<file path="src/rtl/cordic_cos_core.sv">
// Iterative rotation-mode CORDIC producing unsigned Q1.FRACS cos(angle) for angles clamped to [-1,1] rad.
// Build option: define CORDIC_ROUND_EN to round (half-up) instead of truncate when dropping the guard bits.
module cordic_cos_core #(
  parameter int FRACS = 22,
  parameter int INTS  = 1,
  parameter int ITERS = 24,
  parameter int GUARD = 4
) (
  input  logic                    clk,
  input  logic                    reset_n,
  input  logic                    in_valid,
  output logic                    in_ready,
  input  logic [FRACS+1:0]        in_angle,
  output logic                    out_valid,
  input  logic                    out_ready,
  output logic [INTS+FRACS-1:0]   out_data,
  output logic                    busy
);

  localparam int FW = FRACS + GUARD;
  localparam int W  = FW + 3;
  localparam int AW = FRACS + 2;
  localparam int OW = INTS + FRACS;
  localparam int CW = (ITERS > 1) ? $clog2(ITERS) : 1;

  typedef logic signed [W-1:0] word_t;
  typedef enum logic [1:0] {IDLE, RUN, DONE} state_t;

  if (INTS != 1) begin : g_ints_check
    $error("cordic_cos_core: only INTS=1 is supported");
  end
  if (ITERS < 1 || ITERS > 32) begin : g_iters_check
    $error("cordic_cos_core: ITERS must be 1..32");
  end

  function automatic logic [ITERS*W-1:0] build_atan();
    logic [ITERS*W-1:0] tab;
    tab = '0;
    for (int k = 0; k < ITERS; k++)
      tab[k*W +: W] = W'($rtoi($atan(2.0 ** (-k)) * (2.0 ** FW) + 0.5));
    return tab;
  endfunction

  localparam logic [ITERS*W-1:0] ATAN_TAB = build_atan();
  localparam word_t K_INIT = W'($rtoi(0.6072529350 * (2.0 ** FW) + 0.5));
  localparam logic signed [AW-1:0] ONE_A = AW'(1) << FRACS;
  localparam logic signed [AW-1:0] NEG_ONE_A = -ONE_A;
  localparam word_t ONE_W = word_t'(1) <<< FRACS;

  function automatic word_t clamp_angle(input logic signed [AW-1:0] a);
    logic signed [AW-1:0] c;
    word_t ext;
    if (a > ONE_A)
      c = ONE_A;
    else if (a < NEG_ONE_A)
      c = NEG_ONE_A;
    else
      c = a;
    ext = W'(c);
    return ext <<< GUARD;
  endfunction

  function automatic word_t drop_guard(input word_t v);
`ifdef CORDIC_ROUND_EN
    return (v + (word_t'(1) <<< (GUARD - 1))) >>> GUARD;
`else
    return v >>> GUARD;
`endif
  endfunction

  // Anything at or above 1.0 is presented as exactly 1.0; negatives floor at 0.
  function automatic logic [OW-1:0] sat_out(input word_t v);
    if (v < 0)
      return '0;
    else if (v >= ONE_W)
      return OW'(ONE_W);
    else
      return v[OW-1:0];
  endfunction

  state_t          state;
  logic [CW-1:0]   iter;
  word_t           x, y, z;
  word_t           x_shr, y_shr, atan_i;
  word_t           x_nxt, y_nxt, z_nxt;
  logic signed [AW-1:0] angle_s;

  assign angle_s   = in_angle;
  assign in_ready  = (state == IDLE);
  assign busy      = (state != IDLE);
  assign out_valid = (state == DONE);

  // One micro-rotation: direction follows the sign of the residual angle.
  always_comb begin
    x_shr  = x >>> iter;
    y_shr  = y >>> iter;
    atan_i = word_t'(ATAN_TAB[iter*W +: W]);
    if (z >= 0) begin
      x_nxt = x - y_shr;
      y_nxt = y + x_shr;
      z_nxt = z - atan_i;
    end else begin
      x_nxt = x + y_shr;
      y_nxt = y - x_shr;
      z_nxt = z + atan_i;
    end
  end

  always_ff @(posedge clk) begin
    if (!reset_n) begin
      state    <= IDLE;
      iter     <= '0;
      x        <= '0;
      y        <= '0;
      z        <= '0;
      out_data <= '0;
    end else begin
      case (state)
        IDLE: begin
          if (in_valid) begin
            x     <= K_INIT;
            y     <= '0;
            z     <= clamp_angle(angle_s);
            iter  <= '0;
            state <= RUN;
          end
        end
        RUN: begin
          x    <= x_nxt;
          y    <= y_nxt;
          z    <= z_nxt;
          iter <= iter + CW'(1);
          if (iter == CW'(ITERS - 1)) begin
            out_data <= sat_out(drop_guard(x_nxt));
            state    <= DONE;
          end
        end
        DONE: begin
          if (out_ready)
            state <= IDLE;
        end
        default: state <= IDLE;
      endcase
    end
  end

endmodule

</file>
<file path="config.mk">
export PLATFORM = sky130hd
export DESIGN_NAME = cordic_cos_core
export DESIGN_NICKNAME = d
export VERILOG_FILES = /design/src/rtl/cordic_cos_core.sv
export SDC_FILE = /design/constraint.sdc
export NUM_CORES = 1
export LEC_CHECK = 0
export CORE_AREA = 5 5 226 173
export DETAILED_ROUTE_END_ITERATION = 10
export DIE_AREA = 0 0 231 178
export GPL_ROUTABILITY_DRIVEN = 0
export GPL_TIMING_DRIVEN = 0
export PLACE_DENSITY = 0.56
export SLEW_MARGIN = 0
export SYNTH_ARGS = -nofsm -noshare
export SYNTH_HDL_FRONTEND = slang
export SYNTH_SLANG_ARGS = --single-unit
export TNS_END_PERCENT = 1
</file>
<file path="constraint.sdc">
create_clock -name clk -period 8.6 [get_ports clk]
set_clock_uncertainty 0.05 [all_clocks]
set_input_delay 1.72 -clock clk [delete_from_list [all_inputs] [get_ports clk]]
set_output_delay 1.72 -clock clk [all_outputs]
set_load 0.02 [all_outputs]
</file>
Yosys cells after proc, flatten, opt, wreduce, memory -nomap -nowiden
Cells that the tools add are included.
- multiplexer cells: 19
- magnitude comparators: 5
- eq/ne operators: 6
- $add $sub $neg: 7
- $mul: 1
- shift-type cells: 3
- reduce and logical (&&, ||, !) cells: 6
- operators by type and width (kind ; count):
    $shiftx 696x11->29 const A ; 1
    $mux 29 ; 6
    $pmux 29 s2 ; 3
    $add 29x29->29 ; 3
    $sub 29x29->29 ; 3
    $sshr 29x5->29 ; 2
    $mux 24 ; 2
    $mux 23 ; 2
    $ge 29x1->1 const B ; 1
    $ge 25x24->1 const B ; 1
    $lt 25x1->1 const B ; 1
    $gt 24x24->1 const B ; 1
    $lt 24x23->1 const B ; 1
    $mul 5x5->10 const B ; 1
    $pmux 5 s2 ; 1
    $mux 2 ; 3
    $pmux 2 s3 ; 1
    $add 5x1->5 const B ; 1
    $eq 5x5->1 const B ; 1
    $mux 5 ; 1
    $ne 2x2->1 const B ; 2
    $reduce_and 2->1 ; 2
    $reduce_bool 2->1 ; 2
    $reduce_and 3->1 ; 1
    other kinds (4) ; 4
- logic and storage cells: 53
- output and inout bits: 26
- input bits: 28
- register bits after elaboration: 117

Longest topological paths before layout
- depth after elaboration: 6
- depth in mapped cells: 31
- depth with buffers taken out: 24

Worst setup path before layout
Ideal clock, no wire load.
- kind: reg2reg
- from: register iter[0]
- to: register out_data[13]
- setup slack: 2.244 ns
- stages on the path, launching flop included: 31
- setup time: 0.117 ns
- data required time: 8.433 ns
- period minus slack after synthesis: 6.356 ns
- path buffers: 8
- arrival time: 6.190 ns
- cell sequence: dfxtp_1 buf_6 buf_6 buf_6 buf_2 buf_4 buf_4 mux4_2 and2_1 a211oi_1 o31ai_1 inv_2 ha_1 nand3_1 nor4_1 nor2_1 a211o_1 a31oi_1 ha_1 clkbuf_1 nand4_1 nor3_1 nand4_1 a21oi_1 o31a_1 o21ai_0 nand2b_1 xor3_2 and3_1 buf_2 a22o_1
- word-level cells in the longest chain between the ends: 6
- elaborated cells between the ends (all ways): 10
- classes of those cells: add/sub (2); order compare (2); eq/ne (1); shift (1); mux (3); reduce/logical (1)
- RTL lines (element ; line ; source):
    start, declared ; 82 ; logic [CW-1:0] iter;
    start signal, assigned ; 132 ; iter <= iter + CW'(1);
    $sshr 29x5->29 ; 96 ; y_shr = y >>> iter;
    $add 29x29->29 / $sub 29x29->29 (equally long branches) ; 103, 99 ;
    $mux 29 ; 98 ; if (z >= 0) begin
    $ge 25x24->1 ; 75 ; else if (v >= ONE_W)
    $mux 23 ; 75 ;
    $mux 23 ; 73 ; if (v < 0)
    end signal, assigned ; 134 ; out_data <= sat_out(drop_guard(x_nxt));
    end, declared ; 16 ; output logic [INTS+FRACS-1:0] out_data,
Several ways; a longest one is shown, not always the timed one.
A chain may end at the register's enable or synchronous reset.

Worst setup path in the final report
- from: register iter[4]
- to: register out_data[3]
The elaborated chain is that of the path after synthesis.

==> results by group <==
Outcome
  • Run status: complete, but fails checks
  • Failing checks: DRC

Layout
  • Fraction of layout instances using a drive strength above 1: 0.110
  • Final net count: 2010
  • Inserted Diodes: 0
  • Area occupied by multi-input gates: 11300 um2
  • Layout Area Growth over Synthesis: 12.3%
  • Filler cells: 3679
  • FF/Latch Area: 2340 um2

Global route
  • GR met3 Demand/Resource: 0.116
  • Most Crowded Layer GR: met1
  • First-pass GRT wire length: 91.4 mm
  • Overflow after GRT: 0
  • Largest net degree at the start of global routing: 17
  • Initial antenna violation count: 1
  • Met1 Usage GRT: 0.410
  • Met2 usage: 0.400
  • Vias in the first global route: 14.5k
  • Gr usage total: 0.291

Drt
  • Routed wire per std cell: 25.8 um
  • Drt pass-1 iters: 11
  • Via count: 15.5k
  • Vias per cell: 6.55
  • DRC viols: 1
  • DR iter-0 viols: 2223
  • Final ANT Viol Nets: 0
  • Wirelength, routed: 61.1 mm

Synth
  • Syn avg cell area: 7.97 um2
  • Post-synthesis compound-gate area fraction: 0.259
  • Cells after Synth: 1812
  • Synth unique cells: 91
  • Share of synthesized registers carrying an async set or reset: 0
  • Top FF cell, synth: dfxtp_1
  • Synthesized-area fraction occupied by adder cells: 0.0882
  • Post-synth top area share: 0.162
  • Yosys top cell by area: dfxtp_1
  • Largest cells by area after synthesis: dfxtp_1, mux4_2, ha_1
  • Simple-gate area share of the yosys netlist: 0.189
  • Seq/Total Area, Yosys: 0.162
  • Post-Synth XOR/XNOR Area: 0.0854
  • Yosys warns: 0
  • Most frequent cells after synthesis: nor2_1, nand2_1, o21ai_0
  • Post-synthesis mux area share: 0.159
  • Mapped Nets: 1940
  • Largest family of logic cells by synthesized area: compound AO/OA/AOI/OAI gates
  • Syn Std Cell Area: 14400 um2
  • Flops & latches, synth: 117
  • Number of synthesized flops with an enable pin: 0
  • Most frequent cell after synthesis: nor2_1

Power
  • Total Power: 5240 uW
  • PwrDens: 323 nW/um2
  • Static Leak: 0.00638 uW
  • Largest vdd supply drop: 0.167 mV

STA
  • Pins Over Slew Limit: 0
  • Period utilization: 0.972
  • Hold Fails Final Rpt: 0
  • Worst Max-Slew Pin Slew: 1210 ps
  • Final Setup Violations: 0
  • Slew HR: 0.185
  • Setup TNS: 0 ps
  • RSZ-0062 raised after global routing: no
  • Final WS setup: 239 ps
  • Max frequency: 0.120 GHz
  • Tmin final: 8360 ps

Critical path
  • Critical path fanouts, max: 10
  • Worst setup SP type: flip-flop
  • WP data required: 8940 ps
  • Worst Setup End Kind: flip-flop
  • Setup CP Type: reg -> reg
  • WP data arrival: 8700 ps

Floorplan
  • I/O pins: 54
  • Initial Utilization: 0.394
  • Full die area: 41100 um2
  • Row count: 61
  • DIE WIDTH: 231 um
  • Core area: 36600 um2
  • Die Span Y: 178 um

Placement
  • Dpl ws: 212 ps
  • Post-DP HPWL: 46.7 mm
  • IO buf count: 52

Clock tree
  • CTS Buffer Depth: 2
  • H-tree depth: 4
  • CTS Sinks: 117
  • TritonCTS clock tree: yes
  • Later-pin clock latency in the skew report: 460 ps
  • CTS Buf Count: 17
  • Clk root buf: clkbuf_16
  • Clk slew on worst S/H paths: 60 ps
  • Setup bufs post-CTS: 0

Min path
  • Hold/Removal Path Class: reg -> reg

Run
  • Max_cap viols: 0
[per-stage QoR]
| stage | area, um2 | hold slack [ps] | util | instances |
|---|---|---|---|---|
| 2_1_floorplan | 14400 | 404 | - | 1812 |
| 3_3_place_gp | 15500 | 389 | 0.424 | 2336 |
| 3_5_place_dp | 15500 | 392 | 0.424 | 2336 |
| 4_1_cts | 16200 | 406 | 0.442 | 2368 |
| 5_1_grt | 16200 | 425 | 0.443 | 2367 |
| 6_report | 16200 | 403 | 0.443 | 2367 |
[logic make-up after synthesis]
group | after synthesis
AO/OA/AOI/OAI | 570
XOR/XNOR | 139
adder cells (fa/ha/maj) | 100
buffers and inverters | 173
flip-flops | 117
multiplexers | 136
AND/OR/NAND/NOR | 577
[final cells by class]
cell class	instances	share of cell area
multi-input combinational	1522	0.697
clock buffer	19	0.0279
buffer	119	0.0380
inverter	53	0.0123
sequential	117	0.144
timing repair buffer	52	0.0321
tap	472	0.0364
clock inverter	13	0.0120
[sequential cells by signal, indices dropped and copies added (netlist names)]
register / flops
iter: 5
out_data: 23
state: 2
x: 29
y: 29
z: 29
[placed cells by master, fill, tap and decap left out, drive strengths merged, types with 23 or more instances in the layout]
cell type	instances
nor2	181
nand2	163
o21ai	152
a21oi	131
dfxtp	117
ha	97
clkbuf	85
xnor2	81
mux4	70
xor2	57
inv	56
buf	53
clkdlybuf4s50	52
mux2i	41
nor3	41
a21o	39
nand3	36
nand2b	26
a22oi	26
mux2	25
a221oi	23
[critical path, stage by stage (launching register included)]
cell and delay [ps]:
dfxtp_1 320, clkbuf_1 420, clkbuf_1 470, clkbuf_1 610, clkbuf_1 500, buf_1 550
buf_2 380, a211oi_1 80, a21oi_1 290, nand4_1 460, or4_1 670, nand3b_1 260
nand2_1 120, xor2_1 220, ha_1 260, clkbuf_1 180, o21ai_0 110, o21bai_1 90
a211oi_1 310, o31ai_1 160, o31a_1 330, o21ai_0 160, nand2b_1 80, xor3_2 550
nand3_2 240, buf_2 260, o21ai_1 140
[worst paths after layout]
| check | start | end | slack, ps | cells after the start |
|---|---|---|---|---|
| setup / recovery | iter[4] | out_data[3] | 240 | 26 |
| hold / removal | out_data[12] | out_data[12] | 400 | 2 |
| setup reg to reg | iter[4] | out_data[3] | 240 | 26 |
| hold reg to reg | out_data[12] | out_data[12] | 400 | 2 |
[routing by layer]
layer,vias up,part of all wire
li1,6913,-
met1,7375,0.43
met2,1028,0.39
met3,196,0.14
met4,2,0.043
met5,-,0.00069
[power by group]
part | total [uW] | switching, uW | internal (uW)
logic | 3540 | 2120 | 1420
clock network | 827 | 323 | 505
registers | 878 | 229 | 649
total | 5240 | 2670 | 2570
[what timing repair did]
| item | CTS | global route |
|---|---|---|
| endpoints found under the setup margin | 0 | 28 |
| hold buffers | 0 | 0 |
| gates resized for setup | 0 | 6 |
(Power assumes the default switching activity.)
